`src/rtl/my_mc_ctrl_if.sv`:
```
// my_mc_ctrl_if: run/instruction/memory handshake and datapath control bundle of the
// multi-cycle controller; slave side is the controller, master side drives its inputs.
interface my_mc_ctrl_if;
  logic        run;
  logic [31:0] inst_field;
  logic        mem_ready;
  logic [3:0]  ALU_Control;
  logic [2:0]  ImmSel;
  logic [1:0]  MemtoReg;
  logic        ALUSrc_B;
  logic        Jump;
  logic        Branch;
  logic        InverseBranch;
  logic        PCOffset;
  logic        RegWrite;
  logic        PCWrite;
  logic        IRWrite;
  logic        MemReq;
  logic        MemRW;
  logic [2:0]  state;
  logic        illegal;

  modport master (
    output run, inst_field, mem_ready,
    input  ALU_Control, ImmSel, MemtoReg, ALUSrc_B, Jump, Branch, InverseBranch,
           PCOffset, RegWrite, PCWrite, IRWrite, MemReq, MemRW, state, illegal
  );

  modport slave (
    input  run, inst_field, mem_ready,
    output ALU_Control, ImmSel, MemtoReg, ALUSrc_B, Jump, Branch, InverseBranch,
           PCOffset, RegWrite, PCWrite, IRWrite, MemReq, MemRW, state, illegal
  );
endinterface

```
`src/rtl/my_mc_ctrl.sv`:
```
// my_mc_ctrl: multi-cycle RV32I-subset control FSM (FETCH/DECODE/EXEC/MEM/WB/TRAP).
// Define MY_MC_CTRL_MEM_TIMEOUT_EN to trap after 255 MEM cycles without mem_ready.
module my_mc_ctrl (
  input  logic        clk,
  input  logic        rst,
  my_mc_ctrl_if.slave bus
);
  typedef enum logic [2:0] {
    S_FETCH  = 3'd0,
    S_DECODE = 3'd1,
    S_EXEC   = 3'd2,
    S_MEM    = 3'd3,
    S_WB     = 3'd4,
    S_TRAP   = 3'd5
  } state_t;

  localparam logic [6:0] OP_R     = 7'b0110011;
  localparam logic [6:0] OP_I     = 7'b0010011;
  localparam logic [6:0] OP_LD    = 7'b0000011;
  localparam logic [6:0] OP_ST    = 7'b0100011;
  localparam logic [6:0] OP_BR    = 7'b1100011;
  localparam logic [6:0] OP_JAL   = 7'b1101111;
  localparam logic [6:0] OP_JALR  = 7'b1100111;
  localparam logic [6:0] OP_LUI   = 7'b0110111;
  localparam logic [6:0] OP_AUIPC = 7'b0010111;

  localparam logic [3:0] ALU_ADD  = 4'd0;
  localparam logic [3:0] ALU_SUB  = 4'd1;
  localparam logic [3:0] ALU_SLL  = 4'd2;
  localparam logic [3:0] ALU_SLT  = 4'd3;
  localparam logic [3:0] ALU_SLTU = 4'd4;
  localparam logic [3:0] ALU_XOR  = 4'd5;
  localparam logic [3:0] ALU_SRL  = 4'd6;
  localparam logic [3:0] ALU_SRA  = 4'd7;
  localparam logic [3:0] ALU_OR   = 4'd8;
  localparam logic [3:0] ALU_AND  = 4'd9;

  localparam logic [2:0] IMM_I  = 3'd0;
  localparam logic [2:0] IMM_S  = 3'd1;
  localparam logic [2:0] IMM_SB = 3'd2;
  localparam logic [2:0] IMM_UJ = 3'd3;
  localparam logic [2:0] IMM_U  = 3'd4;

  // alt selects SUB for funct3=000 and SRA for funct3=101
  function automatic logic [3:0] alu_op(input logic [2:0] f3, input logic alt);
    logic [3:0] op;
    case (f3)
      3'b000:  op = alt ? ALU_SUB : ALU_ADD;
      3'b001:  op = ALU_SLL;
      3'b010:  op = ALU_SLT;
      3'b011:  op = ALU_SLTU;
      3'b100:  op = ALU_XOR;
      3'b101:  op = alt ? ALU_SRA : ALU_SRL;
      3'b110:  op = ALU_OR;
      3'b111:  op = ALU_AND;
      default: op = ALU_ADD;
    endcase
    return op;
  endfunction

  state_t      state_q, state_d;
  logic [6:0]  opcode_s;
  logic [2:0]  funct3_s;
  logic        funct7b5_s;
  logic        legal_s;
  logic [3:0]  alu_s;
  logic [2:0]  imm_s;
  logic [1:0]  m2r_s;
  logic        alusrc_s, jump_s, branch_s, invb_s, pcoff_s;
  logic        regw_s, pcw_s, irw_s, memreq_s, memrw_s;

`ifdef MY_MC_CTRL_MEM_TIMEOUT_EN
  logic [7:0]  tmo_q, tmo_d;
`endif

  assign opcode_s   = bus.inst_field[6:0];
  assign funct3_s   = bus.inst_field[14:12];
  assign funct7b5_s = bus.inst_field[30];

  // legality of the instruction held in the instruction register
  always_comb begin
    legal_s = 1'b0;
    case (opcode_s)
      OP_R, OP_I, OP_LD, OP_ST, OP_JAL, OP_JALR, OP_LUI, OP_AUIPC: legal_s = 1'b1;
      OP_BR:   legal_s = (funct3_s == 3'b000) || (funct3_s == 3'b001);
      default: legal_s = 1'b0;
    endcase
  end

  // datapath controls from the opcode, next state and enables from the state
  always_comb begin
    state_d  = state_q;
    alu_s    = ALU_ADD;
    imm_s    = IMM_I;
    m2r_s    = 2'd0;
    alusrc_s = 1'b0;
    jump_s   = 1'b0;
    branch_s = 1'b0;
    invb_s   = 1'b0;
    pcoff_s  = 1'b0;
    regw_s   = 1'b0;
    pcw_s    = 1'b0;
    irw_s    = 1'b0;
    memreq_s = 1'b0;
    memrw_s  = 1'b0;
`ifdef MY_MC_CTRL_MEM_TIMEOUT_EN
    tmo_d    = tmo_q;
`endif

    case (opcode_s)
      OP_R:     alu_s = alu_op(funct3_s, funct7b5_s);
      OP_I: begin
        alu_s    = alu_op(funct3_s, funct7b5_s && (funct3_s == 3'b101));
        alusrc_s = 1'b1;
        imm_s    = IMM_I;
      end
      OP_LD: begin
        alusrc_s = 1'b1;
        imm_s    = IMM_I;
      end
      OP_ST: begin
        alusrc_s = 1'b1;
        imm_s    = IMM_S;
      end
      OP_BR: begin
        branch_s = 1'b1;
        alu_s    = ALU_SUB;
        imm_s    = IMM_SB;
        invb_s   = funct3_s[0];
      end
      OP_JAL: begin
        jump_s = 1'b1;
        imm_s  = IMM_UJ;
        m2r_s  = 2'd2;
      end
      OP_JALR: begin
        jump_s   = 1'b1;
        pcoff_s  = 1'b1;
        alusrc_s = 1'b1;
        imm_s    = IMM_I;
        m2r_s    = 2'd2;
      end
      OP_LUI: begin
        m2r_s = 2'd3;
        imm_s = IMM_U;
      end
      OP_AUIPC: begin
        m2r_s = 2'd2;
        imm_s = IMM_U;
      end
      default: alu_s = ALU_ADD;
    endcase

    case (state_q)
      S_FETCH: begin
        if (bus.run) begin
          irw_s   = 1'b1;
          state_d = S_DECODE;
        end else begin
          state_d = S_FETCH;
        end
      end
      S_DECODE: begin
        if (legal_s) begin
          state_d = S_EXEC;
        end else begin
          state_d = S_TRAP;
        end
      end
      S_EXEC: begin
        if ((opcode_s == OP_LD) || (opcode_s == OP_ST)) begin
          state_d = S_MEM;
`ifdef MY_MC_CTRL_MEM_TIMEOUT_EN
          tmo_d   = 8'd0;
`endif
        end else begin
          pcw_s   = 1'b1;
          regw_s  = (opcode_s != OP_BR);
          state_d = S_FETCH;
        end
      end
      S_MEM: begin
        memreq_s = 1'b1;
        memrw_s  = (opcode_s == OP_ST);
        if (bus.mem_ready) begin
          if (opcode_s == OP_ST) begin
            pcw_s   = 1'b1;
            state_d = S_FETCH;
          end else begin
            state_d = S_WB;
          end
        end else begin
`ifdef MY_MC_CTRL_MEM_TIMEOUT_EN
          tmo_d = tmo_q + 8'd1;
          if (tmo_q == 8'd254) begin
            state_d = S_TRAP;
          end else begin
            state_d = S_MEM;
          end
`else
          state_d = S_MEM;
`endif
        end
      end
      S_WB: begin
        regw_s  = 1'b1;
        pcw_s   = 1'b1;
        m2r_s   = 2'd1;
        state_d = S_FETCH;
      end
      S_TRAP:  state_d = S_TRAP;
      default: state_d = S_FETCH;
    endcase
  end

  // state register; reset forces FETCH immediately
  always_ff @(posedge clk or posedge rst) begin
    if (rst) begin
      state_q <= S_FETCH;
    end else begin
      state_q <= state_d;
    end
  end

`ifdef MY_MC_CTRL_MEM_TIMEOUT_EN
  // MEM wait counter, cleared on MEM entry
  always_ff @(posedge clk or posedge rst) begin
    if (rst) begin
      tmo_q <= 8'd0;
    end else begin
      tmo_q <= tmo_d;
    end
  end
`endif

  assign bus.ALU_Control   = alu_s;
  assign bus.ImmSel        = imm_s;
  assign bus.MemtoReg      = m2r_s;
  assign bus.ALUSrc_B      = alusrc_s;
  assign bus.Jump          = jump_s;
  assign bus.Branch        = branch_s;
  assign bus.InverseBranch = invb_s;
  assign bus.PCOffset      = pcoff_s;
  // enables drop with rst directly, not only through the state register
  assign bus.RegWrite      = regw_s & ~rst;
  assign bus.PCWrite       = pcw_s & ~rst;
  assign bus.IRWrite       = irw_s & ~rst;
  assign bus.MemReq        = memreq_s & ~rst;
  assign bus.MemRW         = memrw_s;
  assign bus.state         = state_q;
  assign bus.illegal       = (state_q == S_TRAP);
endmodule

```
`src/flat_wrapper.sv`:
```
// flat-port wrapper written by rule: the top's interface ports become plain ports
module my_mc_ctrl_flat 
  (clk, rst, bus_run, bus_inst_field, bus_mem_ready, bus_ALU_Control, bus_ImmSel, bus_MemtoReg, bus_ALUSrc_B, bus_Jump, bus_Branch, bus_InverseBranch, bus_PCOffset, bus_RegWrite, bus_PCWrite, bus_IRWrite, bus_MemReq, bus_MemRW, bus_state, bus_illegal);
  my_mc_ctrl_if bus_i ();
  input  logic clk;
  input  logic rst;
  input wire logic [$bits(bus_i.run)-1:0] bus_run;
  input wire logic [$bits(bus_i.inst_field)-1:0] bus_inst_field;
  input wire logic [$bits(bus_i.mem_ready)-1:0] bus_mem_ready;
  output wire logic [$bits(bus_i.ALU_Control)-1:0] bus_ALU_Control;
  output wire logic [$bits(bus_i.ImmSel)-1:0] bus_ImmSel;
  output wire logic [$bits(bus_i.MemtoReg)-1:0] bus_MemtoReg;
  output wire logic [$bits(bus_i.ALUSrc_B)-1:0] bus_ALUSrc_B;
  output wire logic [$bits(bus_i.Jump)-1:0] bus_Jump;
  output wire logic [$bits(bus_i.Branch)-1:0] bus_Branch;
  output wire logic [$bits(bus_i.InverseBranch)-1:0] bus_InverseBranch;
  output wire logic [$bits(bus_i.PCOffset)-1:0] bus_PCOffset;
  output wire logic [$bits(bus_i.RegWrite)-1:0] bus_RegWrite;
  output wire logic [$bits(bus_i.PCWrite)-1:0] bus_PCWrite;
  output wire logic [$bits(bus_i.IRWrite)-1:0] bus_IRWrite;
  output wire logic [$bits(bus_i.MemReq)-1:0] bus_MemReq;
  output wire logic [$bits(bus_i.MemRW)-1:0] bus_MemRW;
  output wire logic [$bits(bus_i.state)-1:0] bus_state;
  output wire logic [$bits(bus_i.illegal)-1:0] bus_illegal;
  assign bus_i.run = bus_run;
  assign bus_i.inst_field = bus_inst_field;
  assign bus_i.mem_ready = bus_mem_ready;
  assign bus_ALU_Control = bus_i.ALU_Control;
  assign bus_ImmSel = bus_i.ImmSel;
  assign bus_MemtoReg = bus_i.MemtoReg;
  assign bus_ALUSrc_B = bus_i.ALUSrc_B;
  assign bus_Jump = bus_i.Jump;
  assign bus_Branch = bus_i.Branch;
  assign bus_InverseBranch = bus_i.InverseBranch;
  assign bus_PCOffset = bus_i.PCOffset;
  assign bus_RegWrite = bus_i.RegWrite;
  assign bus_PCWrite = bus_i.PCWrite;
  assign bus_IRWrite = bus_i.IRWrite;
  assign bus_MemReq = bus_i.MemReq;
  assign bus_MemRW = bus_i.MemRW;
  assign bus_state = bus_i.state;
  assign bus_illegal = bus_i.illegal;
  my_mc_ctrl u_core (.clk(clk), .rst(rst), .bus(bus_i));
endmodule
```
`config.mk`:
```
export PLATFORM = sky130hd
export DESIGN_NAME = my_mc_ctrl_flat
export DESIGN_NICKNAME = d
export VERILOG_FILES = /design/src/rtl/my_mc_ctrl_if.sv /design/src/rtl/my_mc_ctrl.sv /design/src/flat_wrapper.sv
export SDC_FILE = /design/constraint.sdc
export NUM_CORES = 1
export LEC_CHECK = 0
export CAP_MARGIN = 20
export CORE_MARGIN = 2
export CORE_UTILIZATION = 26
export CTS_CLUSTER_DIAMETER = 60
export DETAILED_ROUTE_END_ITERATION = 12
export GPL_ROUTABILITY_DRIVEN = 1
export HOLD_SLACK_MARGIN = 0.02
export MAX_ROUTING_LAYER = met4
export PLACE_DENSITY = 0.78
export SYNTH_ARGS = -nofsm -noshare
export SYNTH_HDL_FRONTEND = slang
export SYNTH_SLANG_ARGS = --single-unit
export TNS_END_PERCENT = 5
```
`constraint.sdc`:
```
create_clock -name clk -period 1.7 [get_ports clk]
set_clock_uncertainty 0.05 [all_clocks]
set_input_delay 0.34 -clock clk [delete_from_list [all_inputs] [get_ports clk]]
set_output_delay 0.34 -clock clk [all_outputs]
set_load 0.05 [all_outputs]
```
==> results of run 1 <==
-- cell families after synthesis --
| family | synth area share (%) |
|---|---|
| flip-flops | 15.2 |
| AND/OR/NAND/NOR | 45.5 |
| buffers and inverters | 5.30 |
| AO/OA/AOI/OAI | 34.1 |
-- stage by stage --
step | cell area, um2 | worst slack [ns] | hold slack [ns]
after floorplan | 611 | -0.225 | 0.0831
after global placement | 1460 | -0.537 | 0.526
after detailed placement | 1460 | -0.577 | 0.566
after CTS | 1680 | -0.0764 | 0.281
-- repair_timing --
action,4_1_cts
cloned,0
setup buffers,7
pin swaps,19
resized for setup,79
hold buffers,0
endpoints found under the setup margin,23
==> impl_summary.txt, run 1 <==
----------------------------------------------------
[Outcome]
  Run status ... stopped before the end
  Stop stage ... global routing (5_1_grt)
  Stop Error ... [ERROR DPL-0033] detailed placement checks failed during check placement.

[Floorplanning]
  Height of the chip ... 47.7 um
  Initial Util ... 28.1%
  Row cnt ... 15
  Number of I/O pins ... 59
  Chip Width ... 47.7 um

[Placed design]
  Final Wtd Congestion ... 0.941
  Port Buffer Count ... 37
  Hpwl dp ... 2280 um
  Post-placement cell count ... 167

[Clocking]
  Total clock buffers created by CTS ... 3
  Clock tree sinks ... 3
  Cell at the root of the clock tree ... clkbuf_4
  Maximum buffer depth of the clock tree ... 2
  Level count of the clock H-tree ... 1

[GRT]
  Maximum number of pins on one net before global-route repair ... 8
  Number of antenna violations at the first check in global routing ... 0

[Yosys]
  Yosys cell types ... 30
  Cell types with the largest area share after synthesis ... dfrtp_1 15%, nor2_1 9.1%, a21oi_1 6.1%
  Leading cell type by number of instances after synthesis ... nor2_1
  Synthesis-stage register bit count ... 3
  Post-Synthesis Net Count ... 111
  Post-synthesis average cell area ... 6.61 um2
  Sequential element share of the synthesized area ... 15.2%
  Share of flip-flops with an asynchronous set or reset ... 100%
  Commonest cells in the netlist ... 12 x nor2_1, 8 x nand2_1, 6 x a21oi_1
  Biggest area consumer among synthesized cells ... dfrtp_1
  Commonest register cell after synthesis ... dfrtp_1
  Yosys warning count ... 0
  Summed instance area of the synthesized netlist ... 495 um2
  Count of flip-flops with a built-in enable after synthesis ... 0
  Yosys top cell area share ... 15.2%
  Number of cells produced by synthesis ... 75

[Timing]
  Worst endpoint type ... primary output
  End pin of the worst setup path after global-route repair ... bus_ALU_Control[0]

----------------------------------------------------
==> inputs of run 2 (changes only) <==
- CORE_AREA: default -> 2 2 63 65
- CORE_MARGIN: 2 -> default
- CORE_UTILIZATION: 26 -> default
- CTS_CLUSTER_DIAMETER: 60 -> default
- DIE_AREA: default -> 0 0 65 67
- HOLD_SLACK_MARGIN: 0.02 -> default
- MAX_ROUTING_LAYER: met4 -> default
- PLACE_DENSITY: 0.78 -> default
- PLACE_DENSITY_LB_ADDON: default -> 0.15
==> run 2 against run 1 <==
Effect of this change: the flow now finishes, with violations (setup timing); area after synthesis is the same; synthesized cell count stayed put.
==> impl_summary.txt, run 2 <==
----------------------------------------------------
[Route]
  Count of antenna-violating nets left after detailed routing ... 0
  DR iter-0 viols ... 38
  Detailed-route DRC error count ... 0
  Total vias in the final route ... 847
  First-pass detailed-route iteration total ... 4
  Routed len/inst ... 12.0 um
  Final WL ... 2350 um
  Vias per inst ... 4.32

[Placed design]
  Port Buffer Count ... 37
  Total cell area at the placement stage ... 1490 um2
  Hpwl dp ... 1890 um
  Final Wtd Congestion ... 0.835
  Worst setup timing slack at the placement stage ... -0.586 ns

[GRT]
  Number of antenna violations at the first check in global routing ... 0
  Aggregate global-route resource usage ... 11.6%
  Via count of the first global-routing pass ... 881
  Total gr overflow ... 0
  Maximum number of pins on one net before global-route repair ... 9
  Wire length of the first global-routing pass ... 4040 um

[Worst setup path]
  Crit path DAT ... 1.43 ns
  Capturing point of the worst reg2reg path ... u_core.bus.state[1]
  Startpoint types ... input port
  Reg-to-reg setup timing slack ... 0.44 ns
  Cell-by-cell trace of the critical path ... buf_8 -> buf_6 -> or3b_4 -> a21oi_2 -> nor2b_4 -> buf_12
  Top fanout value on the critical path ... 4
  Required @ worst endpoint ... 1.31 ns
  Category of the worst setup path capture point ... output pin
  Kind of critical path ... in2out
  Depth of the worst register-to-register path ... 4
  Cell with the largest stage delay on the worst path ... or3b_4
  Crit path from ... bus_inst_field[3]
  Worst stage delay on the critical path ... 0.39 ns
  Worst reg2reg path startpoint ... u_core.bus.state[1]

[Timing]
  Smallest setup slack after layout ... -0.124 ns
  Max frequency ... 0.548 GHz
  Time the worst path needs with I/O delays and setup ... 1.82 ns
  Worst slew pin tran ... 0.339 ns
  Worst slew margin ... 77.4%
  Fin. max-slew vios ... 0
  Count of endpoints failing setup in the final report ... 12
  Fraction of the cycle the final worst path needs ... 107%
  Unrepaired setup endpoints after global routing ... yes
  Final number of hold-violating endpoints ... 0
  WHS ... 0.466 ns

[Power and ir drop]
  Static leakage power ... 0.685 nW
  Areal power density over the cells ... 1020 nW/um2
  Sequential cell fraction of total power ... 11.0%
  Net Sw Power ... 0.794 mW
  Internal power ... 0.910 mW
  Fraction of power spent switching nets ... 46.6%
  Logic pwr share ... 76.5%
  Proportion of power drawn by the clock network ... 12.6%
  Maximum vdd ir drop ... 0.000439 V

[Yosys]
  Cell types with the largest area share after synthesis ... dfrtp_1 15%, nor2_1 9.1%, a21oi_1 6.1%
  Count of flip-flops with a built-in enable after synthesis ... 0
  Post-Synthesis Net Count ... 111
  Commonest cells in the netlist ... 12 x nor2_1, 8 x nand2_1, 6 x a21oi_1
  Yosys warning count ... 0
  Synthesis-stage register bit count ... 3
  Commonest register cell after synthesis ... dfrtp_1
  Summed instance area of the synthesized netlist ... 495 um2
  Biggest area consumer among synthesized cells ... dfrtp_1
  Sequential element share of the synthesized area ... 15.2%
  Number of cells produced by synthesis ... 75
  Post-synthesis average cell area ... 6.61 um2
  Yosys cell types ... 30
  Yosys top cell area share ... 15.2%
  Leading cell type by number of instances after synthesis ... nor2_1
  Share of flip-flops with an asynchronous set or reset ... 100%

[Cells and area]
  Layout-stage area growth over the synthesis result ... 239%
  Final Cell Area ... 1680 um2
  Most frequent cells in the layout ... 30 x buf_4, 22 x buf_12, 9 x nor2_4, 7 x buf_6, 6 x nand2_1
  # nets final ... 185
  Fraction of layout instances using a drive strength above 1 ... 72.3%
  Largest register FFs ... 3
  Leading cell type in the layout, fill and taps excluded ... buf_4
  Number of filler cells placed in the layout ... 339
  Diode insertion count for antenna repair ... 0

[Worst hold path]
  HP Class ... in2async

[Clocking]
  Clock tree sinks ... 3
  Post-cts hold buffer count ... 0
  TritonCTS clock tree ... yes
  Cell at the root of the clock tree ... clkbuf_8
  CTS clk-pin slew, worst paths ... 0.03 ns
  Maximum buffer depth of the clock tree ... 2
  Total clock buffers created by CTS ... 3
  Clock network latency to the later pin of the worst-skew pair ... 0.22 ns
  Level count of the clock H-tree ... 1

[Outcome]
  Failing checks ... setup timing
  Run status ... complete, but fails checks

[Run]
  Count of max-cap constraint violations ... 0

[Floorplanning]
  Die ar. ... 4360 um2
  Height of the chip ... 67 um
  Row cnt ... 22
  Number of I/O pins ... 59
  Placeable core region ... 3610 um2
  Chip Width ... 65 um
  Initial Util ... 13.7%

----------------------------------------------------
-- run 2: cell counts after synthesis --
Identical to the previous run, type by type.
-- run 2: worst max path at each step --
stage	to	slack, ns	depth (start not counted)
floorplan	bus_ALUSrc_B	-0.22	3
global route	bus_ALUSrc_B	-0.16	6
global placement	bus_ALUSrc_B	-0.57	6
finish	bus_MemtoReg[1]	-0.12	6
CTS	bus_MemtoReg[1]	-0.14	6
detailed placement	bus_ALUSrc_B	-0.59	6
-- run 2: what timing repair did --
action / in CTS / in global routing
pin swaps: 15 / 9
gates resized for setup: 59 / 11
setup buffers: 2 / 0
endpoints found under the setup margin: 22 / 18
-- run 2: power by group through the flow --
stage / registers (mW) / logic [mW] / clock network [mW]
floorplan: 0.285 / 0.494 / 0
global route: 0.194 / 1.37 / 0.224
detailed placement: 0.169 / 1.24 / 0
global placement: 0.169 / 1.23 / 0
finish: 0.187 / 1.30 / 0.214
CTS: 0.187 / 1.30 / 0.216
-- run 2: area by class of cell --
| class | instances | area [um2] | share of cell area (%) |
|---|---|---|---|
| repair buffers | 71 | 861 | 51.3 |
| multi-input cells | 65 | 612 | 36.5 |
| flip-flops and latches | 3 | 77.6 | 4.62 |
| well taps | 48 | 60.1 | 3.58 |
| clock buffers | 4 | 45.0 | 2.68 |
| inverters | 5 | 22.5 | 1.34 |
-- run 2: critical path: cells and delay by family --
| kind | cells | cell delay, ns |
|---|---|---|
| simple gates | 2 | 0.58 |
| compound gates | 1 | 0.16 |
| buf+inv | 3 | 0.35 |
-- run 2: metrics by stage --
| stage | utilization, % | instances | TNS [ns] | total power, mW |
|---|---|---|---|---|
| 6_report | 46.5 | 196 | -0.827 | 1.70 |
| 5_1_grt | 46.5 | 196 | -1.47 | 1.79 |
| 4_1_cts | 45.9 | 196 | -1.09 | 1.70 |
| 3_5_place_dp | 41.3 | 190 | -8.94 | 1.40 |
| 3_3_place_gp | 41.3 | 190 | -8.77 | 1.39 |
| 2_1_floorplan | - | 75 | -2.93 | 0.779 |
-- run 2: cell families after synthesis --
| family | count (synthesis) | synth area share (%) |
|---|---|---|
| DFF | 3 | 15.2 |
| buffers and inverters | 7 | 5.30 |
| AOI/OAI and AO/OA | 23 | 34.1 |
| and+or+nand+nor | 42 | 45.5 |
-- run 2: routing by layer --
| layer | wire length [um] | track usage (%) | part of all wire (%) | up-vias |
|---|---|---|---|---|
| met4 | 21 | 3.72 | 0.90 | 0 |
| met5 | 0 | 0 | 0 | - |
| met1 | 906 | 13.3 | 39 | 398 |
| met2 | 1310 | 21.8 | 56 | 24 |
| met3 | 109 | 2.03 | 4.6 | 2 |
| li1 | - | - | - | 423 |
Power figures use the tool's default switching activity.
